==> src/rtl/cpu_axi_pkg.sv <==
// Shared types and constants for the core-side AXI bridge logic.
package cpu_axi_pkg;

  localparam int unsigned ADDR_W = 32;
  localparam int unsigned DATA_W = 32;
  localparam int unsigned ID_W   = 4;
  localparam int unsigned STRB_W = DATA_W / 8;
  localparam int unsigned SIZE_W = 2;
  localparam int unsigned LEN_W  = 4;

  localparam logic [1:0] AXI_BURST_INCR = 2'b01;

  localparam logic [SIZE_W-1:0] SZ_BYTE = 2'd0;
  localparam logic [SIZE_W-1:0] SZ_HALF = 2'd1;
  localparam logic [SIZE_W-1:0] SZ_WORD = 2'd2;

  typedef enum logic [2:0] {
    IDLE,
    RD_ADDR,
    RD_DATA,
    WR_ADDR,
    WR_RESP
  } arb_state_e;

endpackage

==> src/rtl/axi_wstrb_gen.sv <==
// Byte-lane strobe from access size and low address bits; size=3 behaves as word.
module axi_wstrb_gen
  import cpu_axi_pkg::*;
(
  input  logic [SIZE_W-1:0] size_i,
  input  logic [1:0]        addr_lo_i,
  output logic [STRB_W-1:0] wstrb_o
);

  // Lane decode for byte / half / word accesses
  always_comb begin
    wstrb_o = '1;
    case (size_i)
      SZ_BYTE: wstrb_o = STRB_W'(4'b0001 << addr_lo_i);
      SZ_HALF: wstrb_o = addr_lo_i[1] ? STRB_W'(4'b1100) : STRB_W'(4'b0011);
      default: wstrb_o = '1;
    endcase
  end

endmodule

==> src/rtl/sram_like_axi_arbiter.sv <==
// Round-robin bridge from the core's uncached inst/data SRAM-like ports onto one
// AXI3 master; one single-beat transaction in flight at a time.
module sram_like_axi_arbiter
  import cpu_axi_pkg::*;
#(
  parameter logic [ID_W-1:0] INST_ID   = 4'd0,
  parameter logic [ID_W-1:0] DATA_ID   = 4'd1,
  parameter bit              DATA_WINS = 1'b1
) (
  input  logic                clk_i,
  input  logic                rst_i,
  // inst port
  input  logic                inst_req_i,
  input  logic                inst_wr_i,
  input  logic [SIZE_W-1:0]   inst_size_i,
  input  logic [ADDR_W-1:0]   inst_addr_i,
  output logic [DATA_W-1:0]   inst_rdata_o,
  output logic                inst_addr_ok_o,
  output logic                inst_data_ok_o,
  // data port
  input  logic                data_req_i,
  input  logic                data_wr_i,
  input  logic [SIZE_W-1:0]   data_size_i,
  input  logic [ADDR_W-1:0]   data_addr_i,
  input  logic [DATA_W-1:0]   data_wdata_i,
  output logic [DATA_W-1:0]   data_rdata_o,
  output logic                data_addr_ok_o,
  output logic                data_data_ok_o,
  // AR
  output logic [ID_W-1:0]     arid_o,
  output logic [ADDR_W-1:0]   araddr_o,
  output logic [LEN_W-1:0]    arlen_o,
  output logic [2:0]          arsize_o,
  output logic [1:0]          arburst_o,
  output logic [1:0]          arlock_o,
  output logic [3:0]          arcache_o,
  output logic [2:0]          arprot_o,
  output logic                arvalid_o,
  input  logic                arready_i,
  // R
  input  logic [ID_W-1:0]     rid_i,
  input  logic [DATA_W-1:0]   rdata_i,
  input  logic [1:0]          rresp_i,
  input  logic                rlast_i,
  input  logic                rvalid_i,
  output logic                rready_o,
  // AW
  output logic [ID_W-1:0]     awid_o,
  output logic [ADDR_W-1:0]   awaddr_o,
  output logic [LEN_W-1:0]    awlen_o,
  output logic [2:0]          awsize_o,
  output logic [1:0]          awburst_o,
  output logic [1:0]          awlock_o,
  output logic [3:0]          awcache_o,
  output logic [2:0]          awprot_o,
  output logic                awvalid_o,
  input  logic                awready_i,
  // W
  output logic [ID_W-1:0]     wid_o,
  output logic [DATA_W-1:0]   wdata_o,
  output logic [STRB_W-1:0]   wstrb_o,
  output logic                wlast_o,
  output logic                wvalid_o,
  input  logic                wready_i,
  // B
  input  logic [ID_W-1:0]     bid_i,
  input  logic [1:0]          bresp_i,
  input  logic                bvalid_i,
  output logic                bready_o
);

  arb_state_e          state_q, state_d;
  logic                last_data_q, last_data_d;
  logic                owner_data_q, owner_data_d;
  logic [ID_W-1:0]     id_q, id_d;
  logic [ADDR_W-1:0]   addr_q, addr_d;
  logic [SIZE_W-1:0]   size_q, size_d;
  logic [DATA_W-1:0]   wdata_q, wdata_d;
  logic [STRB_W-1:0]   wstrb_q, wstrb_d;
  logic                arvalid_q, arvalid_d;
  logic                rready_q, rready_d;
  logic                awvalid_q, awvalid_d;
  logic                wvalid_q, wvalid_d;
  logic                bready_q, bready_d;
  logic                inst_data_ok_q, inst_data_ok_d;
  logic                data_data_ok_q, data_data_ok_d;
  logic [DATA_W-1:0]   inst_rdata_q, inst_rdata_d;
  logic [DATA_W-1:0]   data_rdata_q, data_rdata_d;

  logic                grant_inst_c;
  logic                grant_data_c;
  logic [STRB_W-1:0]   data_wstrb_c;
  logic                unused_c;

  // Only the data port can write, so strobes are derived from its request directly
  axi_wstrb_gen u_wstrb (
    .size_i    (data_size_i),
    .addr_lo_i (data_addr_i[1:0]),
    .wstrb_o   (data_wstrb_c)
  );

  // Round-robin grant in IDLE: a lone requester wins, a tie goes to the port not served last
  always_comb begin
    grant_data_c = 1'b0;
    grant_inst_c = 1'b0;
    if (state_q == IDLE) begin
      if (data_req_i && (!inst_req_i || !last_data_q)) begin
        grant_data_c = 1'b1;
      end else if (inst_req_i) begin
        grant_inst_c = 1'b1;
      end
    end
  end

  // Next-state and next-output logic
  always_comb begin
    state_d        = state_q;
    last_data_d    = last_data_q;
    owner_data_d   = owner_data_q;
    id_d           = id_q;
    addr_d         = addr_q;
    size_d         = size_q;
    wdata_d        = wdata_q;
    wstrb_d        = wstrb_q;
    arvalid_d      = 1'b0;
    rready_d       = 1'b0;
    awvalid_d      = 1'b0;
    wvalid_d       = 1'b0;
    bready_d       = 1'b0;
    inst_data_ok_d = 1'b0;
    data_data_ok_d = 1'b0;
    inst_rdata_d   = inst_rdata_q;
    data_rdata_d   = data_rdata_q;

    case (state_q)
      IDLE: begin
        if (grant_data_c) begin
          owner_data_d = 1'b1;
          last_data_d  = 1'b1;
          id_d         = DATA_ID;
          addr_d       = data_addr_i;
          size_d       = data_size_i;
          wdata_d      = data_wdata_i;
          wstrb_d      = data_wstrb_c;
          if (data_wr_i) begin
            state_d   = WR_ADDR;
            awvalid_d = 1'b1;
            wvalid_d  = 1'b1;
          end else begin
            state_d   = RD_ADDR;
            arvalid_d = 1'b1;
          end
        end else if (grant_inst_c) begin
          owner_data_d = 1'b0;
          last_data_d  = 1'b0;
          id_d         = INST_ID;
          addr_d       = inst_addr_i;
          size_d       = inst_size_i;
          state_d      = RD_ADDR;
          arvalid_d    = 1'b1;
        end
      end
      RD_ADDR: begin
        if (arready_i) begin
          state_d  = RD_DATA;
          rready_d = 1'b1;
        end else begin
          arvalid_d = 1'b1;
        end
      end
      RD_DATA: begin
        rready_d = 1'b1;
        // Beats carrying another id are consumed and ignored
        if (rvalid_i && (rid_i == id_q)) begin
          state_d  = IDLE;
          rready_d = 1'b0;
          if (owner_data_q) begin
            data_rdata_d   = rdata_i;
            data_data_ok_d = 1'b1;
          end else begin
            inst_rdata_d   = rdata_i;
            inst_data_ok_d = 1'b1;
          end
        end
      end
      WR_ADDR: begin
        awvalid_d = awvalid_q & ~awready_i;
        wvalid_d  = wvalid_q & ~wready_i;
        if (!awvalid_d && !wvalid_d) begin
          state_d  = WR_RESP;
          bready_d = 1'b1;
        end
      end
      WR_RESP: begin
        bready_d = 1'b1;
        if (bvalid_i) begin
          state_d        = IDLE;
          bready_d       = 1'b0;
          data_data_ok_d = 1'b1;
        end
      end
      default: state_d = IDLE;
    endcase
  end

  // State and output registers with synchronous reset
  always_ff @(posedge clk_i) begin
    if (rst_i) begin
      state_q        <= IDLE;
      last_data_q    <= ~DATA_WINS;
      owner_data_q   <= 1'b0;
      id_q           <= '0;
      addr_q         <= '0;
      size_q         <= '0;
      wdata_q        <= '0;
      wstrb_q        <= '0;
      arvalid_q      <= 1'b0;
      rready_q       <= 1'b0;
      awvalid_q      <= 1'b0;
      wvalid_q       <= 1'b0;
      bready_q       <= 1'b0;
      inst_data_ok_q <= 1'b0;
      data_data_ok_q <= 1'b0;
      inst_rdata_q   <= '0;
      data_rdata_q   <= '0;
    end else begin
      state_q        <= state_d;
      last_data_q    <= last_data_d;
      owner_data_q   <= owner_data_d;
      id_q           <= id_d;
      addr_q         <= addr_d;
      size_q         <= size_d;
      wdata_q        <= wdata_d;
      wstrb_q        <= wstrb_d;
      arvalid_q      <= arvalid_d;
      rready_q       <= rready_d;
      awvalid_q      <= awvalid_d;
      wvalid_q       <= wvalid_d;
      bready_q       <= bready_d;
      inst_data_ok_q <= inst_data_ok_d;
      data_data_ok_q <= data_data_ok_d;
      inst_rdata_q   <= inst_rdata_d;
      data_rdata_q   <= data_rdata_d;
    end
  end

  assign inst_addr_ok_o = grant_inst_c;
  assign data_addr_ok_o = grant_data_c;
  assign inst_data_ok_o = inst_data_ok_q;
  assign data_data_ok_o = data_data_ok_q;
  assign inst_rdata_o   = inst_rdata_q;
  assign data_rdata_o   = data_rdata_q;

  assign arid_o    = id_q;
  assign araddr_o  = addr_q;
  assign arlen_o   = '0;
  assign arsize_o  = {1'b0, size_q};
  assign arburst_o = AXI_BURST_INCR;
  assign arlock_o  = '0;
  assign arcache_o = '0;
  assign arprot_o  = '0;
  assign arvalid_o = arvalid_q;
  assign rready_o  = rready_q;

  assign awid_o    = id_q;
  assign awaddr_o  = addr_q;
  assign awlen_o   = '0;
  assign awsize_o  = {1'b0, size_q};
  assign awburst_o = AXI_BURST_INCR;
  assign awlock_o  = '0;
  assign awcache_o = '0;
  assign awprot_o  = '0;
  assign awvalid_o = awvalid_q;

  assign wid_o     = id_q;
  assign wdata_o   = wdata_q;
  assign wstrb_o   = wstrb_q;
  assign wlast_o   = 1'b1;
  assign wvalid_o  = wvalid_q;
  assign bready_o  = bready_q;

  // Inputs with no effect on behaviour: inst writes, response codes, rlast, bid
  assign unused_c = ^{inst_wr_i, rresp_i, rlast_i, bid_i, bresp_i};

endmodule

==> config.mk <==
export PLATFORM = sky130hd
export DESIGN_NAME = sram_like_axi_arbiter
export DESIGN_NICKNAME = d
export VERILOG_FILES = /design/src/rtl/cpu_axi_pkg.sv /design/src/rtl/axi_wstrb_gen.sv /design/src/rtl/sram_like_axi_arbiter.sv
export SDC_FILE = /design/constraint.sdc
export NUM_CORES = 1
export LEC_CHECK = 0
export CAP_MARGIN = 0
export CELL_PAD_IN_SITES_DETAIL_PLACEMENT = 1
export CELL_PAD_IN_SITES_GLOBAL_PLACEMENT = 1
export CORE_MARGIN = 2
export CORE_UTILIZATION = 27
export CTS_BUF_LIST = sky130_fd_sc_hd__clkbuf_4
export DETAILED_ROUTE_END_ITERATION = 8
export MAX_ROUTING_LAYER = met4
export PLACE_DENSITY = 0.83
export SYNTH_ARGS = -nofsm -noshare
export SYNTH_HDL_FRONTEND = slang
export SYNTH_SLANG_ARGS = --single-unit
==> constraint.sdc <==
create_clock -name clk_i -period 2.4 [get_ports clk_i]
set_input_delay 0.36 -clock clk_i [delete_from_list [all_inputs] [get_ports clk_i]]
set_output_delay 0.36 -clock clk_i [all_outputs]
set_load 0.02 [all_outputs]
* After elaboration in Yosys (flattened, before gate mapping)
Index checks and enable logic that the tools add are counted.
Operators by class: $add $sub $neg 0, multiply operators 0, div/mod/pow operators 0, $lt $le $gt $ge 0, equal/unequal tests 11, shift operators 1, mux-type cells 43, bitwise logic cells 7, reductions and logical operators 17
Operators with widths (number):
- two-way mux 32 bit | 2
- two-way mux 1 bit | 21
- two-way mux 3 bit | 6
- case mux 3 bit (5 select lines) | 1
- two-way mux 4 bit | 3
- case mux 1 bit (2 select lines) | 6
- != test 2 bit (second input constant) | 4
- case mux 4 bit (2 select lines) | 1
- equality test 3 x 2 -> 1 bit (second input constant) | 2
- two-way mux 2 bit | 3
- AND reduction 3 bit | 2
- NOT 1 bit | 5
- AND reduction 5 bit | 1
- equality test 4 bit | 1
- logical NOT 1 bit | 4
- AND reduction 2 bit | 2
- left shift 1 x 2 -> 4 bit (first input constant) | 1
- equality test 3 x 1 -> 1 bit (second input constant) | 1
- equality test 3 bit (second input constant) | 1
- logical AND 1 bit | 3
- logical NOT 3 bit | 1
- != test 3 bit (second input constant) | 1
- OR reduction 3 bit | 1
- bitwise AND 1 bit | 2
- other kinds (4) | 4
Storage, ports and cells: flip-flop bits (word level) 149, latch bits 0, bits in writable memories 0, memory bits (read-only) 0, bits of input ports 156, word-level logic and storage cells 95, memories 0

* Depth between registers and ports, before layout
word-level depth 8, mapped depth 6, gate-level depth less buffers 3

* Hierarchy
Synthesis repeated with hierarchy kept, for this count alone.
Second synthesis, totals: cells, all modules 705, area total of the unflattened synthesis 6399.9 um2
Modules (own cells, without submodules):
- sram_like_axi_arbiter | times used 1, cells an instance 698, area each 6356.1 um2, seq. area each 2902.8 um2
- axi_wstrb_gen | times used 1, cells an instance 7, area each 43.8 um2, seq. area each 0.0 um2

* Least setup slack after synthesis
Ideal clock, no wire load.
kind register -> output, start point reg state_q[2], end point out data_addr_ok_o, arrival time 1.474 ns, required time 2.040 ns, path slack 0.566 ns, cell stages (with the launch flop) 5, path buffers 2, cell sequence dfxtp_1 > buf_2 > or3_1 > clkbuf_1 > nor2_1
Between the ends: word-level cells in the longest chain between the ends 2
RTL lines:
- from (decl) | line sram_like_axi_arbiter.sv:72 | arb_state_e state_q, state_d;
- from (signal assigned) | line sram_like_axi_arbiter.sv:227 | state_q <= state_d;
- logical NOT 3 bit | line sram_like_axi_arbiter.sv:106 | if (state_q == IDLE) begin
- two-way mux 1 bit | line sram_like_axi_arbiter.sv:106
- to (decl) | line sram_like_axi_arbiter.sv:27 | output logic data_addr_ok_o,
No other way between the ends.

* Worst setup path in the final report
start point reg state_q[2], end point out inst_addr_ok_o
Between the ends: word-level cells in the longest chain between the ends 2
RTL lines:
- logical NOT 3 bit | line sram_like_axi_arbiter.sv:106
- two-way mux 1 bit | line sram_like_axi_arbiter.sv:106
- to (decl) | line sram_like_axi_arbiter.sv:18 | output logic inst_addr_ok_o,
No other way between the ends.

==> results.py <==
metrics = {
    "run_status": {
        "status": "finished clean",
    },
    "worst_setup_path": {
        "crit_slowest_cell": "dlygate4sd2_1",
        "crit_family": "buffers and inverters",
        "slowest_delay_ps": 380,
        "cp_cell_sequence": "buf_4, nor3_4, and3_1, dlygate4sd2_1",
        "reg2reg_depth": 6,
        "setup.worst_path.end_class": "primary output",
        "worstSetupPathDepth": 4,
        "path_class": "reg -> out",
        "critPathArrivalTime_ps": 1870,
        "worst_setup_path_start_kind": "flip-flop",
        "crit_buf_inv": 2,
        "crit_required_ps": 2040,
        "critPathMaxFanout": 9,
    },
    "clock_tree": {
        "clock-sinks": 145,
        "holdBufCountCts": 0,
        "root_buffer": "clkbuf_4",
        "cts_tree": "done",
        "post_cts_buffers": 0,
        "htreeDepth": 4,
        "clock_latency_ps": 540,
        "path_clk_slew_ps": 160,
        "numCtsBuffers": 17,
        "clk_path_buf_depth": 2,
    },
    "floorplan": {
        "initial_core_util_pct": 27.2,
        "dieArea_um2": 25600,
        "die_height_um": 160,
        "pin_count": 378,
        "fp-row-count": 57,
        "core_um2": 24100,
        "fp.dieW_um": 160,
    },
    "global_routing": {
        "grt_remaining_overflow": 0,
        "grt_pass1_vias": 6572,
        "grt_usage_pct": 18.6,
        "grt_pass1_wl_um": 36700,
        "antenna_found_initial": 2,
        "grt_max_degree": 109,
    },
    "placed_design": {
        "dpl.hpwl_um": 17100,
        "port_buffers": 325,
        "gp_congestion": 0.797,
    },
    "logic_synthesis": {
        "synthMostInstantiatedCell": "dfxtp_1",
        "netlist_area_um2": 6560,
        "yosysTopAreaCell": "dfxtp_1",
        "synth-seq-area-share_pct": 44.2,
        "synth_commonest_cells": "145 x dfxtp_1, 98 x nand2_1, 79 x buf_4, 78 x a21oi_1, 71 x nand3_1",
        "synth_top_area_share_pct": 44.2,
        "ys_types": 43,
        "synthArstFlopShare_pct": 0,
        "synth_enable_flop_cells": 0,
        "synth_ff_type": "dfxtp_1",
        "avgSynthCellArea_um2": 8.67,
        "yosys_warnings": 0,
        "netlist_instances": 757,
        "synth.area.top_cells": "dfxtp_1 44%, mux2i_1 9.8%, buf_4 9.0%",
        "ys_ff_latch": 145,
    },
    "power_and_ir_drop": {
        "power.density_nw_per_um2": 704,
        "p_leak_nw": 3.71,
        "ir_drop_uv": 346,
    },
    "timing": {
        "slew_viol_final": 0,
        "finalWorstPathRequiredPeriod_ps": 2230,
        "fmax_ghz": 0.448,
        "hold_ws_ps": 254,
        "hold_viol_final": 0,
        "worstMarginPinSlew_ps": 645,
        "setup_viol": 0,
        "grt_setup_unrepaired": "false",
        "fin_skew_ps": 20.7,
        "final.period_utilization_pct": 93.0,
        "fin_tns_setup_ps": 0,
        "slew-limit-headroom_pct": 57.0,
    },
    "routing": {
        "final_antenna_net_count": 0,
        "wl_per_cell_um": 17.7,
        "routed_wl_um": 24000,
        "dr_total_vias": 6479,
        "drt_iter0_markers": 335,
        "viasPerCell": 4.79,
        "drt-pass1-iter-count": 4,
        "drc": 0,
    },
    "hold_path": {
        "hold_path_class": "in -> reg",
        "holdPathStages": 2,
    },
    "final_layout": {
        "final_nets": 1170,
        "drive_above_1_share_pct": 6.33,
        "areaGrowthSynthToFinish_pct": 52.6,
        "fillers": 2865,
    },
    "run": {
        "max-cap-violations": 0,
    },
}
==> cell type report <==
type / instances / area [um2] / area share, %
Sequential cell: 145 / 2900 / 29.0
Clock buffer: 18 / 135 / 1.35
Antenna cell: 2 / 5.00 / 0.0500
Clock inverter: 14 / 168 / 1.67
Tap cell: 324 / 405 / 4.05
Inverter: 4 / 15.0 / 0.150
Timing Repair Buffer: 346 / 3460 / 34.6
Multi-Input combinational cell: 500 / 2920 / 29.2
==> timing repair <==
action                                 CTS  global route
gates resized for setup                  3             1
endpoints found under the hold margin    0             0
setup endpoints to repair                2             1
pin swaps                                0             0
==> kinds of logic after synthesis <==
logic type                Yosys count  share of synthesized area, %
xor gates and xnor gates            2                         0.267
muxes                              64                          9.76
other                               2                         0.114
buffers and inverters             152                          13.8
DFF                               145                          44.2
and+or+nand+nor                   195                          14.0
AOI/OAI and AO/OA                 197                          17.8
==> worst reg2reg max path, cell delays in order, from the launching register on <==
cell and delay, ps:
dfxtp_1 330, buf_4 170, nor3_4 250, buf_12 420, and2_1 230, buf_4 360
a311oi_1 200
==> layer usage <==
layer	vias to the layer above	global-route usage, %	routed length (um)	part of all wire, %
met3	24	5.92	1920	8.0
met1	3142	21.3	9930	41
met5	-	-	0	0
met4	0	5.28	435	1.8
met2	254	31.3	11700	49
li1	3059	-	-	-
==> power breakdown <==
group / switching, mW / total, mW / internal (mW)
sequential: 0.161 / 2.79 / 2.63
combinational: 1.44 / 2.55 / 1.11
clock: 1.04 / 1.71 / 0.665
total: 2.65 / 7.05 / 4.40
==> state kept, by name, indices dropped and copies added, names as in the netlist, 2 cells and up <==
register      count
wstrb_o           4
wdata_o          32
state_q           3
data_rdata_o     32
araddr_o         32
size_q            2
inst_rdata_o     32
==> final timing paths <==
kind | startpoint | end | slack (ps)
max | state_q[2] | inst_addr_ok_o | 170
max reg2reg | state_q[2] | araddr_o[13] | 310
min | rst_i | wdata_o[16] | 250
min reg2reg | inst_rdata_o[29] | inst_rdata_o[29] | 470
==> metrics by stage <==
step	total power, mW	setup slack, ps	util [%]	area [um2]	instances
4_1_cts	7.16	3.51	41.5	10000	1351
3_5_place_dp	5.42	25.8	40.3	9710	1319
3_3_place_gp	5.35	73.6	40.3	9710	1319
2_1_floorplan	4.38	566	-	6710	797
5_1_grt	7.44	24.8	41.5	10000	1353
6_report	7.05	167	41.5	10000	1353
==> placed cells by master, fill, tap and decap left out, types with 2 or more instances in the layout <==
cell type and n:
conb_1 42, clkdlybuf4s50_1 322, buf_4 16, clkbuf_4 18, nand2_1 98, dfxtp_1 145, mux2i_1 64, clkinvlp_4 4
a211oi_1 3, nor2b_1 4, o21ai_0 70, inv_8 3, bufinv_16 2, inv_1 3, nand3_1 71, buf_12 5
inv_6 4, a311oi_1 37, nor4b_1 3, nor2_1 3, nand2b_1 4, a21oi_1 78, diode_2 2
Power figures use the tool's default switching activity.
